**config.mk**
```make
export PLATFORM = sky130hd
export DESIGN_NAME = divisor_secuencial
export DESIGN_NICKNAME = d
export VERILOG_FILES = /design/src/rtl/divisor_secuencial.sv
export SDC_FILE = /design/constraint.sdc
export NUM_CORES = 1
export LEC_CHECK = 0
export CAP_MARGIN = 10
export CORE_ASPECT_RATIO = 1.2
export CORE_MARGIN = 1
export CORE_UTILIZATION = 54
export DETAILED_ROUTE_END_ITERATION = 10
export GPL_TIMING_DRIVEN = 0
export HOLD_SLACK_MARGIN = 0.02
export PLACE_DENSITY = 0.91
export SETUP_SLACK_MARGIN = 0.02
export SLEW_MARGIN = 15
export SYNTH_ARGS = -nofsm -noshare
export SYNTH_HDL_FRONTEND = slang
export SYNTH_SLANG_ARGS = --single-unit
```
**constraint.sdc**
```tcl
create_clock -name Clock -period 2.85 [get_ports Clock]
set_clock_uncertainty 0.15 [all_clocks]
set_input_delay 0.7125 -clock Clock [delete_from_list [all_inputs] [get_ports Clock]]
set_output_delay 0.7125 -clock Clock [all_outputs]
set_load 0.005 [all_outputs]
```
**src/rtl/divisor_secuencial.sv**
```systemverilog
// Iterative restoring divider, one quotient bit per clock; `DIVISOR_SIGNED_EN selects two's-complement operands.
// Latency SIZE+1 cycles from accepted iStart to oDone (1 for divide-by-zero); iStart is ignored while oBusy.
module divisor_secuencial #(
  parameter int SIZE = 16
) (
  input  logic            Clock,
  input  logic            Reset,
  input  logic            iStart,
  input  logic [SIZE-1:0] iA,
  input  logic [SIZE-1:0] iB,
  output logic            oBusy,
  output logic            oDone,
  output logic [SIZE-1:0] oQ,
  output logic [SIZE-1:0] oR,
  output logic            oDivZero
);

  localparam logic [1:0] IDLE = 2'd0;
  localparam logic [1:0] CALC = 2'd1;
  localparam logic [1:0] DONE = 2'd2;
  localparam int         CW   = $clog2(SIZE + 1);

  logic [1:0]      state;
  logic [SIZE-1:0] dvd;
  logic [SIZE-1:0] dvs;
  logic [SIZE-1:0] rem;
  logic [CW-1:0]   cnt;

  logic [SIZE:0]   trial;
  logic [SIZE:0]   diff;
  logic            ge;
  logic [SIZE-1:0] rem_nxt;
  logic [SIZE-1:0] q_nxt;
  logic [SIZE-1:0] a_mag;
  logic [SIZE-1:0] b_mag;
  logic [SIZE-1:0] q_fin;
  logic [SIZE-1:0] r_fin;

  // Trial subtract is one bit wider than the operands so it never overflows.
  always_comb begin
    trial   = {rem, dvd[SIZE-1]};
    diff    = trial - {1'b0, dvs};
    ge      = (trial >= {1'b0, dvs});
    rem_nxt = ge ? diff[SIZE-1:0] : trial[SIZE-1:0];
    q_nxt   = {dvd[SIZE-2:0], ge};
  end

`ifdef DIVISOR_SIGNED_EN
  logic neg_q;
  logic neg_r;

  always_comb begin
    a_mag = iA[SIZE-1] ? -iA : iA;
    b_mag = iB[SIZE-1] ? -iB : iB;
    q_fin = neg_q ? -q_nxt : q_nxt;
    r_fin = neg_r ? -rem_nxt : rem_nxt;
  end

  always_ff @(posedge Clock or negedge Reset) begin
    if (!Reset) begin
      neg_q <= 1'b0;
      neg_r <= 1'b0;
    end else if ((state != CALC) && iStart) begin
      neg_q <= iA[SIZE-1] ^ iB[SIZE-1];
      neg_r <= iA[SIZE-1];
    end
  end
`else
  always_comb begin
    a_mag = iA;
    b_mag = iB;
    q_fin = q_nxt;
    r_fin = rem_nxt;
  end
`endif

  assign oBusy = (state == CALC);
  assign oDone = (state == DONE);

  always_ff @(posedge Clock or negedge Reset) begin
    if (!Reset) begin
      state    <= IDLE;
      dvd      <= '0;
      dvs      <= '0;
      rem      <= '0;
      cnt      <= '0;
      oQ       <= '0;
      oR       <= '0;
      oDivZero <= 1'b0;
    end else begin
      case (state)
        IDLE, DONE: begin
          if (iStart) begin
            if (iB == '0) begin
              oQ       <= '1;
              oR       <= iA;
              oDivZero <= 1'b1;
              state    <= DONE;
            end else begin
              dvd      <= a_mag;
              dvs      <= b_mag;
              rem      <= '0;
              cnt      <= CW'(SIZE);
              oDivZero <= 1'b0;
              state    <= CALC;
            end
          end else begin
            state <= IDLE;
          end
        end
        CALC: begin
          dvd <= q_nxt;
          rem <= rem_nxt;
          cnt <= cnt - CW'(1);
          if (cnt == CW'(1)) begin
            oQ    <= q_fin;
            oR    <= r_fin;
            state <= DONE;
          end
        end
        default: state <= IDLE;
      endcase
    end
  end

endmodule

```
==> results.toml, run 1 <==
[run_status]
run_status = "completed"

[floorplanning]
fp.dieW_um = 85.3
dieArea_um2 = 8700
ioPinCount = 70
start_util_pct = 55.5
die_h_um = 102
fp.coreArea_um2 = 8110
fp-row-count = 36

[clock_network]
cts.htree.levels = 3
cts_tree = "done"
cts_inserted_buffers = 9
clock_sinks = 88
cts_hold_buf = 0
cts_root_buffer = "clkbuf_8"
clkSlewWorstSetupHoldPaths_ns = 0.09
worstSkewPairLatency_ns = 0.37
clock_path_buffers = 2

[place]
place_ws_ns = -0.757
dp_hpwl_mm = 9.03
io_buffers = 69
place_congestion = 0.876

[finish]
antenna_cells = 0
drive_above_1_share_pct = 11.0
syn2layout_area_growth_pct = 26.4
nets = 640

[route]
totalWireLength_mm = 12.2
drtAntennaViolNets = 0
vias = 4121
routedWlPerCell_um = 17.8
first_pass_iters = 5
post-route-drc-count = 0
viasPerCell = 6.01
drt_iter0_markers = 303

[setup_path]
reg2reg_depth = 8
cp.required_ns = 2.94
endpoint = "oR[6]"
crit_path_start_kind = "flip-flop"
regToRegEndpoint = "oR[6]"
critPathLaunch = "rem[13]"
reg2reg_from = "rem[13]"
end_kind = "flip-flop"
r2r_slack_ns = 0.10
crit_fanout = 10
worst_ep_arrival_time_ns = 2.84
crit_type = "flip-flop to flip-flop"

[min_path]
min_path_type = "input pin to asynchronous set/reset pin"

[timing]
hold_viol_final = 0
relSlewSlack_pct = 56.9
fin_setup_tns_ns = 0
max_freq_mhz = 364
tightest_slew_ns = 0.646
period_share_pct = 96.5
final_max_slew_viol_count = 0
setup_viol = 0
final.setup.worst_slack_ns = 0.101
min_period_ns = 2.75
rsz0062_at_grt = "true"

[synth]
ys_warn_count = 0
ys_ff_latch = 88
async_reset_ff_share_pct = 100
synth_edf_count = 0
synthFlopType = "dfrtp_1"
syn-num-nets = 556
synth_area_um2 = 4500
synth_cell_types = 57
synth-seq-area-share_pct = 49.0
syn_inst = 502
avgSynthCellArea_um2 = 8.96

[power]
irDropWorstVdd_uv = 728
power.leakage_nw = 2.51
p_per_area_nw_per_um2 = 1300

[global_routing]
grt.total_usage_pct = 29.5
grt_pass1_vias = 4120
grt_pass1_wl_mm = 19.6
grt_overflow = 0
grt_max_degree = 52
antenna_found_initial = 0

[job]
maxCapViolCount = 0
[cell type report]
cell class | count | area [µm²]
buffer | 23 | 135
clock buffer | 12 | 145
clock inverter | 4 | 52.6
fill | 605 | 2420
inverter | 22 | 82.6
multi-input combinational | 368 | 2190
sequential | 88 | 2200
tap | 95 | 119
timing repair buffer | 74 | 754
[cell usage after synthesis (2+ instances only)]
library cell	n	area, µm²
dfrtp_1	88	2200
nor2_1	85	319
o21ai_0	25	125
a21o_1	5	37.5
nor3_1	17	85.1
a22oi_1	12	90.1
ha_1	18	225
xor2_1	5	43.8
nor4b_1	2	17.5
buf_6	3	33.8
buf_2	2	10.0
a21oi_4	2	32.5
a31oi_1	12	75.1
nand2b_1	6	37.5
o2111ai_1	2	17.5
o21ai_1	3	15.0
nand4_1	4	25.0
buf_1	6	22.5
xnor2_1	7	61.3
nand2_1	83	312
a211oi_1	2	15.0
a221o_1	2	20.0
nor4_1	6	37.5
o211ai_2	2	25.0
inv_1	22	82.6
nand3_1	6	30.0
and3_1	2	12.5
o22ai_1	4	25.0
a21oi_1	30	150
clkbuf_1	12	45.0
[critical path: stages, from the launching register on]
cell and delay (ns):
dfrtp_1 0.41, ha_1 0.36, a21o_1 0.21, a211o_1 0.37, o21ai_0 0.38, nor2_4 0.11, buf_6 0.17, a22oi_1 0.32
a31oi_1 0.14
[how the worst min path moves through the flow]
stage | depth (start not counted) | to | slack (ns) | start
floorplan | 0 | cnt[0] | 0.27 | Reset
global placement | 1 | cnt[4] | 0.32 | cnt[4]
detailed placement | 1 | cnt[4] | 0.33 | cnt[4]
CTS | 1 | dvd[9] | 0.23 | Reset
global route | 1 | oQ[10] | 0.28 | Reset
finish | 1 | oQ[12] | 0.22 | Reset
[sequential cells by signal (all words and copies together), names as in the netlist]
register and flops:
cnt 5, dvd 16, dvs 16, oDivZero 1
oQ 16, oR 16, rem 16, state 2
[cells by family (layout without fill, tap and decap cells)]
kind of cell / after synthesis / after routing / synth area share, %
fa+ha+maj: 19 / 19 / 5.45
buf+inv: 46 / 135 / 4.48
flops: 88 / 88 / 49.0
simple gates: 219 / 219 / 20.8
mux: 2 / 2 / 0.473
xor+xnor: 12 / 12 / 2.34
compound gates: 116 / 116 / 17.5
[cell usage in the layout (no fill, tap or decap), types with 2 or more instances in the layout]
cell type,n
nand2b_1,6
nor4_1,5
clkbuf_8,10
xor2_1,5
and3_1,2
clkbuf_2,4
nor2_1,83
a31oi_1,12
buf_12,2
a21oi_1,28
nand2_1,82
a221o_1,2
a22oi_2,4
dfrtp_1,88
a21oi_2,3
a21o_1,5
o21ai_1,3
a21oi_4,2
buf_6,4
nand4_1,4
a22oi_1,9
o2111ai_1,2
xnor2_1,7
clkbuf_4,3
nor3_1,17
o211ai_2,2
buf_4,4
inv_1,22
o22ai_1,4
clkdlybuf4s50_1,68
nor2_4,2
a211oi_1,2
o21ai_0,24
buf_2,5
nor4b_1,2
clkbuf_1,9
nand3_1,6
ha_1,18
[stage by stage]
stage               utilization [%]  hold WS (ns)  cells  cell area, µm²  power (mW)
floorplan                         -         0.267    502            4500        4.75
global placement               65.5         0.316    666            5310        5.93
detailed placement             65.7         0.330    667            5330        6.09
CTS                            68.9         0.232    684            5580        7.13
global route                   70.1         0.277    686            5690        7.90
finish                         70.1         0.217    686            5690        7.39
[where the power goes]
group          total, mW  switching (mW)  internal, mW
Combinational       4.33            2.48          1.85
Clock              0.895           0.461         0.434
Sequential          2.17           0.357          1.82
Total               7.39            3.29          4.10
[per-layer routing]
metal	part of all wire, %	GRT usage, %	up-vias	routed length, µm
met5	0	0	-	0
met4	3.9	16.9	0	475
met3	6.4	4.12	47	776
met2	49	49.5	200	5970
met1	41	37.0	1978	4990
li1	-	-	1896	-
[repair_timing]
item | CTS | global route
buffers inserted | 2 | 2
cloned | 0 | 0
endpoints found under the setup margin | 58 | 55
gates resized for setup | 15 | 23
pin swaps | 1 | 6
Power figures use the tool's default switching activity.
==> run 2: changes to the inputs <==
--- a/config.mk
+++ b/config.mk
@@ -11,7 +11,6 @@
 export CORE_UTILIZATION = 54
 export DETAILED_ROUTE_END_ITERATION = 10
 export GPL_TIMING_DRIVEN = 0
-export HOLD_SLACK_MARGIN = 0.02
 export PLACE_DENSITY = 0.91
 export SETUP_SLACK_MARGIN = 0.02
 export SLEW_MARGIN = 15
==> results of run 2 <==
Final layout, timing and power as in run 1 (identical DEF).
